<file path="src/rtl/fetch_sequencer.sv">
// fetch_sequencer: owns the PC, runs the req/ack handshake with instruction
// memory and presents one instruction at a time to decode. Handles hazard
// stalls, branch redirects (including redirects that arrive while a fetch is
// still outstanding) and the HLT instruction.
// Optional feature macro: FETCH_CNT_EN adds the fetch_cnt consumed-instruction
// counter port and its saturating counter.
module fetch_sequencer #(
    parameter logic [15:0] RESET_PC = 16'h0000,
    parameter logic [15:0] PC_INC   = 16'd2
) (
    input  logic        clk,
    input  logic        rst_n,
    input  logic        stall,
    input  logic        branch_taken,
    input  logic [15:0] branch_target,
    input  logic        halt,
    output logic        imem_req,
    output logic [15:0] imem_addr,
    input  logic        imem_ack,
    input  logic [15:0] imem_data,
    output logic [15:0] instr,
    output logic        instr_valid,
    output logic [15:0] pc,
    output logic        halted
`ifdef FETCH_CNT_EN
    ,
    output logic [15:0] fetch_cnt
`endif
);

    typedef enum logic [1:0] {
        FETCH  = 2'd0,
        ISSUE  = 2'd1,
        HALTED = 2'd2
    } state_t;

    state_t      state_q, state_d;
    logic [15:0] pc_q, pc_d;
    logic [15:0] instr_q, instr_d;
    logic        pendValid_q, pendValid_d;
    logic [15:0] pendTarget_q, pendTarget_d;

    // State, PC, presented instruction and pending-redirect registers.
    always_ff @(posedge clk or negedge rst_n) begin
        if (!rst_n) begin
            state_q      <= FETCH;
            pc_q         <= RESET_PC;
            instr_q      <= 16'h0000;
            pendValid_q  <= 1'b0;
            pendTarget_q <= 16'h0000;
        end else begin
            state_q      <= state_d;
            pc_q         <= pc_d;
            instr_q      <= instr_d;
            pendValid_q  <= pendValid_d;
            pendTarget_q <= pendTarget_d;
        end
    end

    // Next-state logic: the PC only moves on an ack (redirect) or when the
    // presented instruction is consumed or flushed, so imem_addr never changes
    // under an outstanding request.
    always_comb begin
        state_d      = state_q;
        pc_d         = pc_q;
        instr_d      = instr_q;
        pendValid_d  = pendValid_q;
        pendTarget_d = pendTarget_q;
        case (state_q)
            FETCH: begin
                if (imem_ack) begin
                    if (branch_taken) begin
                        pc_d        = branch_target;
                        pendValid_d = 1'b0;
                    end else if (pendValid_q) begin
                        pc_d        = pendTarget_q;
                        pendValid_d = 1'b0;
                    end else begin
                        instr_d = imem_data;
                        state_d = ISSUE;
                    end
                end else if (branch_taken) begin
                    pendValid_d  = 1'b1;
                    pendTarget_d = branch_target;
                end
            end
            ISSUE: begin
                if (branch_taken) begin
                    pc_d    = branch_target;
                    state_d = FETCH;
                end else if (stall) begin
                    state_d = ISSUE;
                end else if (halt) begin
                    state_d = HALTED;
                end else begin
                    pc_d    = pc_q + PC_INC;
                    state_d = FETCH;
                end
            end
            HALTED: begin
                state_d = HALTED;
            end
            default: begin
                state_d = FETCH;
            end
        endcase
    end

    // The request is masked by rst_n so memory sees it drop as soon as reset asserts.
    assign imem_req    = (state_q == FETCH) && rst_n;
    assign instr_valid = (state_q == ISSUE);
    assign halted      = (state_q == HALTED);
    assign imem_addr   = pc_q;
    assign pc          = pc_q;
    assign instr       = instr_q;

`ifdef FETCH_CNT_EN
    logic [15:0] fetchCnt_q, fetchCnt_d;
    logic        consumed;

    assign consumed = (state_q == ISSUE) && !branch_taken && !stall;

    // Saturating count of consumed instructions, HLT included.
    always_comb begin
        fetchCnt_d = fetchCnt_q;
        if (consumed && (fetchCnt_q != 16'hFFFF)) begin
            fetchCnt_d = fetchCnt_q + 16'd1;
        end
    end

    // Consumed-instruction counter register.
    always_ff @(posedge clk or negedge rst_n) begin
        if (!rst_n) begin
            fetchCnt_q <= 16'h0000;
        end else begin
            fetchCnt_q <= fetchCnt_d;
        end
    end

    assign fetch_cnt = fetchCnt_q;
`endif

endmodule

</file>
<file path="config.mk">
export PLATFORM = sky130hd
export DESIGN_NAME = fetch_sequencer
export DESIGN_NICKNAME = d
export VERILOG_FILES = /design/src/rtl/fetch_sequencer.sv
export SDC_FILE = /design/constraint.sdc
export NUM_CORES = 1
export LEC_CHECK = 0
export ABC_AREA = 1
export BUFFER_PORTS_ARGS = -buffer_cell sky130_fd_sc_hd__buf_2
export CAP_MARGIN = 10
export CORE_MARGIN = 2
export CORE_UTILIZATION = 30
export CTS_BUF_LIST = sky130_fd_sc_hd__clkbuf_16
export DETAILED_ROUTE_END_ITERATION = 7
export HOLD_SLACK_MARGIN = 0.12
export MAX_ROUTING_LAYER = met4
export SETUP_SLACK_MARGIN = 0.4
export SYNTH_ARGS = -nofsm -noshare
export SYNTH_HDL_FRONTEND = slang
export SYNTH_SLANG_ARGS = --single-unit
</file>
<file path="constraint.sdc">
create_clock -name clk -period 1.6 [get_ports clk]
set_input_delay 0.4 -clock clk [delete_from_list [all_inputs] [get_ports clk]]
set_output_delay 0.4 -clock clk [all_outputs]
set_load 0.03 [all_outputs]
</file>
## Word-level counts from Yosys, hierarchy flattened

Cells that the tools add are included.

- Register bits: 51
- Latch bits: 0
- RAM bits: 0
- Memory bits (read-only): 0
- Memories kept: 0

- Add/sub/neg operators: 1
- Multiply operators: 0
- Divide/modulo/power cells: 0
- Order comparisons: 0
- Equality and inequality tests: 8
- Shifts and indexed selects: 0
- Multiplexer cells: 16
- Bitwise logic cells: 3
- Reduce and logical (&&, ||, !) cells: 9

Operator list:

| operator | number |
|---|---|
| $mux W16 | 6 |
| $pmux W16 S2 | 1 |
| $add A16 B2 Y16 const B | 1 |
| $mux W2 | 6 |
| $ne A3 B3 Y1 const B | 3 |
| $ne A2 B2 Y1 const B | 3 |
| $pmux W2 S3 | 1 |
| $reduce_and A3 Y1 | 2 |
| $reduce_and A5 Y1 | 1 |
| $reduce_and A4 Y1 | 1 |
| $reduce_bool A2 Y1 | 2 |
| $not A1 Y1 | 3 |
| $eq A2 B1 Y1 const B | 1 |
| $eq A2 B2 Y1 const B | 1 |
| $logic_not A2 Y1 | 1 |
| $mux W1 | 2 |
| $reduce_and A2 Y1 | 1 |
| $logic_and A1 B1 Y1 | 1 |

## Longest topological paths before layout

Gate-level depths: netlist of run 1.

- Depth in word-level cells: 5
- Depth in mapped cells: 9

## Least setup slack after synthesis of run 1

Ideal clock, no wire load.

- Path type: register to output
- Start point: reg state_q[0]
- End point: out imem_req
- Arrival: 1239 ps
- Path slack: -39 ps
- Cell stages (with the launch flop): 3
- Path buffers: 1
- Cell sequence: dfrtp_1 > buf_6 > nor3b_1

- Cells in the longest elaborated chain, start to end: 2

RTL lines:

| element | line | text |
|---|---|---|
| from (decl) | 37 | `state_t state_q, state_d;` |
| from (signal assigned) | 52 | `state_q <= state_d;` |
| $logic_not A2 Y1 | 110 | `assign imem_req = (state_q == FETCH) && rst_n;` |
| $logic_and A1 B1 Y1 | 110 |  |
| to (decl) | 17 | `output logic imem_req,` |

No other way between the ends.

## Worst setup path after layout of run 1

Ends and elaborated chain as after synthesis.

==> results of run 1 <==
[sequential cells by signal, indices dropped and copies added, names as in the netlist]
| register | flops |
|---|---|
| instr | 16 |
| imem_addr | 16 |
| pendTarget_q | 16 |
| state_q | 2 |
| pendValid_q | 1 |
[metrics by stage]
stage	hold slack [ns]	total power, uW	utilization, %
final	0.2461	2884	48.21
after global routing	0.3013	2994	48.21
after CTS	0.2791	2899	46.61
after detailed placement	0.4752	1605	36.37
after global placement	0.4683	1602	36.37
after floorplan	0.1044	1496	-
[critical path, delay by kind of cell, from the launching register on]
kind	cells	cell delay (ns)
flip-flops	1	0.42
buffers and inverters	2	0.33
AND/OR/NAND/NOR	1	0.14
[routing by layer]
metal | vias to the layer above | track usage (%)
li1 | 1354 | -
met1 | 1310 | 21.64
met2 | 92 | 27.45
met3 | 10 | 2.780
met4 | 0 | 3.487
met5 | - | -
[power breakdown]
group / internal (uW) / switching, uW / leakage [uW] / total, uW
Clock: 739 / 490 / 0.0000818 / 1230
Sequential: 1300 / 22.3 / 0.000663 / 1320
Combinational: 136 / 194 / 0.00151 / 330
[worst max path at each step]
stage                                to         start  slack, ns
after floorplan           imem_addr[15]  imem_addr[1]       0.25
after global placement     imem_addr[0]  branch_taken       0.09
after detailed placement   imem_addr[0]  branch_taken       0.05
after CTS                      imem_req    state_q[0]       0.02
after global routing           imem_req    state_q[0]      -0.02
final                          imem_req    state_q[0]       0.03
[Yosys cell counts, drive strengths merged]
cell / n / area, um^2
a21oi: 17 / 118.9
a22oi: 1 / 7.510
buf: 25 / 201.4
clkbuf: 3 / 11.26
dfrtp: 51 / 1276
ha: 1 / 12.51
inv: 30 / 115.1
mux2: 19 / 247.7
nand2: 101 / 404.1
nand3: 25 / 150.1
nand3b: 2 / 15.01
nand4: 2 / 12.51
nor2: 25 / 136.4
nor3: 1 / 10.01
nor3b: 1 / 7.510
o211ai: 3 / 22.52
o21ai: 27 / 138.9
o21bai: 1 / 7.510
o22ai: 3 / 18.77
xor2: 1 / 8.760
[area by class of cell]
cell class	count	share of cell area [%]
clock buffers	5	2.705
clock inverters	3	0.9197
repair buffers	145	28.13
multi-input cells	236	34.14
inverters	30	2.543
flip-flops and latches	51	27.97
well taps	133	3.598
[timing repair]
| item | 4_1_cts | 5_1_grt |
|---|---|---|
| endpoints found under the hold margin | 0 | 0 |
| resized for setup | 130 | 16 |
| setup endpoints to repair | 99 | 102 |
| pin swaps | 11 | 12 |
| setup buffers | 33 | 10 |
| cloned | 6 | 0 |
[cell families (layout without fill, tap and decap cells)]
family	count (synthesis)	in the layout	synth area share (%)
AO/OA/AOI/OAI	52	52	10.75
XOR/XNOR	1	1	0.2997
adder cells (fa/ha/maj)	1	1	0.4280
buffers and inverters	58	183	11.22
flip-flops	51	51	43.66
multiplexers	19	19	8.476
AND/OR/NAND/NOR	157	163	25.17
==> results.yml, run 1 <==
route:
  dr_wl_met2_mm: 4.047
  top_layer: "met4"
  wl_met3_um: 414
  drt-pass1-iter-count: 4
  drtIter0Drc: 150
  post-route-drc-count: 0
  ant_nets: 0
  avgViaCountPerCell: 4.587
  num_vias: 2766
  drt-wirelength-per-cell_um: 13.69
  wl_met1_mm: 3.703
  drt_wl_total_mm: 8.254
floorplanning:
  io_pins: 89
  dieWidth_um: 102.7
  rows: 36
  coreArea_um2: 9594
  die_y_um: 102.7
  start_util_pct: 30.46
  die_area_um2: 10550
min_path:
  hold_class: "input pin to async pin"
yosys:
  syn_nets: 378
  synth_area_um2: 2923
  yosys_warnings: 0
  yosys.cell_types.count: 34
  ys_seq_area_share_pct: 43.66
  syn_area_per_cell_um2: 8.622
  synthCells: 339
  ys_seq_elements: 51
global_route:
  antenna_found_initial: 0
  grt_start_max_net_pins: 52
  overflow: 0
  first_global_vias: 2672
  grt_pass1_wl_mm: 13.32
  gr-usage-all-layers_pct: 16.65
clock_tree:
  cts_made_buffers: 5
  htree_levels: 2
  clockRootBuffer: "clkbuf_16"
  clock_latency_ns: 0.29
  clock-sinks: 51
  clock_path_buffers: 2
  cts.clk_slew.worst_paths_ns: 0.07
  hold_buffers: 0
  cts_tree: "done"
worst_setup_path:
  r2r_end: "imem_addr[10]"
  cp.required_ns: 1.20
  slowest_delay_ns: 0.42
  crit_chain: "buf_6, nor3b_2, buf_4"
  path_max_fanout: 4
  worst_setup_path_start_kind: "flip-flop"
  crit_type: "flip-flop to output pin"
  rrSetupSlack_ns: 0.11
  cp-end-kind: "output pin"
  worstRegToRegCells: 9
  r2r_start: "state_q[0]"
  slowest_stage: "dfrtp_1"
  worstPathArrival_ns: 1.17
sta:
  worst_pin_slew_ns: 0.6602
  slew_headroom_pct: 55.99
  clock_skew_ns: 0.003426
  finalSetupViolCount: 0
  layout_setup_ws_ns: 0.03246
  finalCritPeriodShare_pct: 97.97
  post-route-min-period_ns: 1.568
  rsz0062_at_grt: "true"
  fmax_mhz: 637.9
  setup_tns_ns: 0
  maxSlewViolCount: 0
  hold_viol: 0
layout:
  nets: 508
  fill_cells: 894
  final_area_um2: 4626
  multi_input_area_um2: 1579
  area_growth_pct: 58.26
  final_common_cell: "nand2_1"
  final_cell_mix: "89 x nand2_1, 58 x buf_6, 43 x buf_4"
  fin_cells: 603
  register_area_um2: 1294
  layout-drive-gt1-share_pct: 51.70
  n_antenna_cell: 0
job:
  maxCapViolations: 0
placed_design:
  dp_cells: 546
  gp_congestion: 0.7825
  dp_hpwl_mm: 5.143
  io_buffers: 88
  post-place-ws_ns: 0.04899
  placed_cell_area_um2: 3490
power_and_ir_drop:
  p_leak_uw: 0.002256
  ir_worst_vdd_v: 0.0004206
  p_per_area_nw_per_um2: 623.5
run_status:
  status: "finished clean"
(Power assumes the default switching activity.)
==> run 2: changes to the inputs <==
--- a/config.mk
+++ b/config.mk
@@ -17,2 +17,3 @@
 export SETUP_SLACK_MARGIN = 0.4
+export SLEW_MARGIN = 20
 export SYNTH_ARGS = -nofsm -noshare
==> constraint.sdc (replaced) <==
create_clock -name clk -period 1.6 [get_ports clk]
set_input_delay 0.32 -clock clk [delete_from_list [all_inputs] [get_ports clk]]
set_output_delay 0.32 -clock clk [all_outputs]
set_load 0.02 [all_outputs]
==> results.yml, run 2 (synthesis gave the netlist of run 1 again) <==
floorplanning:
  rows: 36
  die_area_um2: 10550
  dieWidth_um: 102.7
  io_pins: 89
  start_util_pct: 30.46
  coreArea_um2: 9594
  die_y_um: 102.7
sta:
  maxSlewViolCount: 0
  finalSetupViolCount: 0
  clock_skew_ns: 0.008320
  worst_pin_slew_ns: 0.6687
  setup_tns_ns: 0
  post-route-min-period_ns: 1.507
  slew_headroom_pct: 55.42
  hold_viol: 0
  fmax_mhz: 663.4
  finalCritPeriodShare_pct: 94.22
  rsz0062_at_grt: "true"
layout:
  area_growth_pct: 57.79
  fill_cells: 894
  final_common_cell: "nand2_1"
  nets: 495
  final_area_um2: 4612
  final_cell_mix: "75 x nand2_1, 53 x buf_2, 48 x buf_6"
  layout-drive-gt1-share_pct: 56.24
  n_antenna_cell: 0
run_status:
  status: "finished clean"
worst_setup_path:
  cp.required_ns: 1.28
  path_max_fanout: 6
  worstRegToRegCells: 10
  crit_type: "flip-flop to output pin"
  cp-end-kind: "output pin"
  worstPathArrival_ns: 1.19
  worst_setup_path_start_kind: "flip-flop"
  rrSetupSlack_ns: 0.10
global_route:
  overflow: 0
  antenna_found_initial: 0
  grt_pass1_wl_mm: 14.14
  first_global_vias: 2883
  grt_start_max_net_pins: 52
  gr-usage-all-layers_pct: 17.79
power_and_ir_drop:
  finalPower_uw: 2688
  p_leak_uw: 0.002261
  p_per_area_nw_per_um2: 582.9
  ir_worst_vdd_v: 0.0005677
clock_tree:
  clock-sinks: 51
  cts_tree: "done"
  clockRootBuffer: "clkbuf_16"
  htree_levels: 2
  hold_buffers: 0
  clock_path_buffers: 2
  cts_made_buffers: 5
  clock_latency_ns: 0.29
  cts.clk_slew.worst_paths_ns: 0.07
route:
  num_vias: 2794
  drt-pass1-iter-count: 4
  drt_wl_total_mm: 8.539
  drt-wirelength-per-cell_um: 14.47
  ant_nets: 0
  avgViaCountPerCell: 4.736
  drtIter0Drc: 114
  post-route-drc-count: 0
placed_design:
  dp_hpwl_mm: 5.011
  io_buffers: 88
  gp_congestion: 0.7650
  placed_cell_area_um2: 3425
min_path:
  hold_class: "input pin to async pin"
job:
  maxCapViolations: 0
[run 2: cell types whose count changed in the layout (fill, tap and decap cells not counted), moves of 5 or more]
cell | previous run | this run
nor2_2 | 7 | 2
a21oi_1 | 8 | 3
o21ai_0 | 21 | 6
o21ai_1 | 3 | 9
nand2_2 | 7 | 12
buf_6 | 58 | 48
o21ai_2 | 2 | 11
nand2_1 | 89 | 75
buf_4 | 43 | 22
buf_2 | 37 | 53
nand2_4 | 3 | 11
[run 2: path summary, 6_finish.rpt]
check                      startpoint             to
max                        state_q[0]       imem_req
min                             rst_n    pendValid_q
max reg2reg                state_q[0]  imem_addr[10]
min reg2reg                  instr[6]       instr[6]
min in group clk                stall     state_q[1]
max in group asynchronous       rst_n   imem_addr[7]
[run 2: layout make-up]
type | count | area (um^2) | area share [%]
Multi-Input combinational cell | 233 | 1665 | 36.11
Sequential cell | 51 | 1296 | 28.11
Timing Repair Buffer | 135 | 1226 | 26.59
Tap cell | 133 | 166.4 | 3.608
Clock buffer | 5 | 125.1 | 2.713
Inverter | 30 | 115.1 | 2.496
Clock inverter | 3 | 17.52 | 0.3798
[run 2: power by group]
part | switching (uW) | internal (uW)
clock | 486 | 575
combinational | 172 | 126
sequential | 25.3 | 1300
total | 684 | 2000
[run 2: critical path: stages (launching register included)]
cell	delay, ns
dfrtp_1	0.40
buf_6	0.14
nor3b_2	0.18
buf_4	0.17
[run 2: timing repair]
action / CTS / global route
pin swaps: 17 / 20
cloned: 8 / 0
gates resized for setup: 146 / 52
setup endpoints to repair: 82 / 84
setup buffers: 28 / 5
[run 2: per-layer routing]
metal / track usage, % / part of all wire (%)
met5: - / 0
met4: 6.974 / 2.4
met3: 3.932 / 5.4
met2: 28.86 / 49
met1: 21.60 / 43
[run 2: through the flow]
step                cells  worst slack, ns  hold slack (ns)  util [%]
floorplan             339           0.2581          0.02441         -
global placement      541           0.1394           0.4670     35.69
detailed placement    541          0.07984           0.4738     35.69
CTS                   585          0.09706           0.1981     45.91
global route          590          0.01774           0.2310     48.07
finish                590          0.09253           0.1703     48.07
==> run 3: changes to the inputs <==
==> constraint.sdc (replaced) <==
create_clock -name clk -period 1.6 [get_ports clk]
set_input_delay 0.08 -clock clk [delete_from_list [all_inputs] [get_ports clk]]
set_output_delay 0.08 -clock clk [all_outputs]
set_load 0.02 [all_outputs]
==> results.yml, run 3 (synthesis gave the netlist of run 1 again) <==
run_status:
  status: "finished clean"
sta:
  finalCritPeriodShare_pct: 87.60
  setup_tns_ns: 0
  post-route-min-period_ns: 1.402
  finalSetupViolCount: 0
  whs_ns: 0.1350
  layout_setup_ws_ns: 0.1984
  hold_viol: 0
  clock_skew_ns: 0.005191
  maxSlewViolCount: 0
  slew_headroom_pct: 69.08
  worst_pin_slew_ns: 0.4638
  fmax_mhz: 713.5
  rsz0062_at_grt: "true"
worst_setup_path:
  worstPathArrival_ns: 1.58
  path_max_fanout: 6
  crit_type: "flip-flop to flip-flop"
  cp.required_ns: 1.78
  cp-end-kind: "flip-flop"
  worst_setup_path_start_kind: "flip-flop"
layout:
  fill_cells: 920
  layout-drive-gt1-share_pct: 44.23
  final_common_cell: "buf_2"
  area_growth_pct: 47.22
  multi_input_area_um2: 1546
  nets: 506
  register_area_um2: 1286
  n_antenna_cell: 0
  final_cell_mix: "86 x buf_2, 84 x nand2_1, 43 x dfrtp_1"
placed_design:
  gp_congestion: 0.8586
  post-place-ws_ns: 0.1117
  dp_hpwl_mm: 4.994
  io_buffers: 88
clock_tree:
  cts_made_buffers: 5
  clock-sinks: 51
  htree_levels: 2
  cts_tree: "done"
  clock_latency_ns: 0.29
  clockRootBuffer: "clkbuf_16"
  cts.clk_slew.worst_paths_ns: 0.07
  clock_path_buffers: 2
floorplanning:
  die_y_um: 102.7
  rows: 36
  dieWidth_um: 102.7
  io_pins: 89
  die_area_um2: 10550
  coreArea_um2: 9594
  start_util_pct: 30.46
job:
  maxCapViolations: 0
route:
  post-route-drc-count: 0
  avgViaCountPerCell: 4.577
  drt-pass1-iter-count: 4
  drt-wirelength-per-cell_um: 13.62
  drt_wl_total_mm: 8.186
  drtIter0Drc: 122
  num_vias: 2751
  ant_nets: 0
power_and_ir_drop:
  p_per_area_nw_per_um2: 655.3
  finalPower_uw: 2820
  p_leak_uw: 0.002163
  ir_worst_vdd_v: 0.0004429
global_route:
  grt_start_max_net_pins: 36
  grt_pass1_wl_mm: 13.39
  first_global_vias: 2776
  antenna_found_initial: 0
  gr-usage-all-layers_pct: 16.56
  overflow: 0
min_path:
  hold_class: "input pin to flip-flop"
[run 3: final cells by class]
type / instances / share of cell area [%]
Multi-Input combinational cell: 234 / 35.94
Sequential cell: 51 / 29.89
Timing Repair Buffer: 145 / 23.81
Tap cell: 133 / 3.867
Clock buffer: 5 / 2.908
Inverter: 30 / 2.675
Clock inverter: 3 / 0.9014
[run 3: power by group]
part           leakage [uW]  internal [uW]  switching [uW]
sequential         0.000668           1300            23.4
clock             0.0000812            730             460
combinational       0.00141            137             168
[run 3: worst max-delay path: stages (launching register included)]
cell and delay, ns:
dfrtp_2 0.44, inv_2 0.07, nor2_4 0.18, nand3_4 0.21, nand3_4 0.21, nand2_1 0.09
inv_2 0.06, a21oi_2 0.03
[run 3: stage by stage]
| step | util (%) | std cells | area [um^2] |
|---|---|---|---|
| 2_1_floorplan | - | 339 | 2964 |
| 3_3_place_gp | 35.72 | 542 | 3427 |
| 3_5_place_dp | 35.72 | 542 | 3427 |
| 4_1_cts | 42.85 | 595 | 4111 |
| 5_1_grt | 44.85 | 601 | 4303 |
| 6_report | 44.85 | 601 | 4303 |
[run 3: layer usage]
layer / up-vias / GRT usage, % / part of all wire, %
met1: 1304 / 20.84 / 44
met4: 0 / 2.256 / 0.97
met2: 93 / 28.91 / 50
met5: - / - / 0
li1: 1347 / - / -
met3: 7 / 2.576 / 4.3
[run 3: repair_timing]
item                                    CTS  global route
cloned                                    5             1
hold buffers                             33             0
endpoints found under the setup margin   51            53
resized for setup                        15            52
pin swaps                                11            14
hold endpoints to repair                 86             0
setup buffers                             7             5
[run 3: path summary, 6_finish.rpt]
path / cells after the start / slack (ns) / start / endpoint
setup reg to reg: 7 / 0.20 / state_q[0] / imem_addr[14]
min in group asynchronous: 3 / 0.31 / rst_n / instr[15]
max in group asynchronous: 3 / 0.83 / rst_n / imem_addr[5]
hold / removal: 3 / 0.13 / branch_target[10] / pendTarget_q[10]
hold reg to reg: 2 / 0.49 / pendTarget_q[11] / pendTarget_q[11]
setup / recovery: 7 / 0.20 / state_q[0] / imem_addr[14]
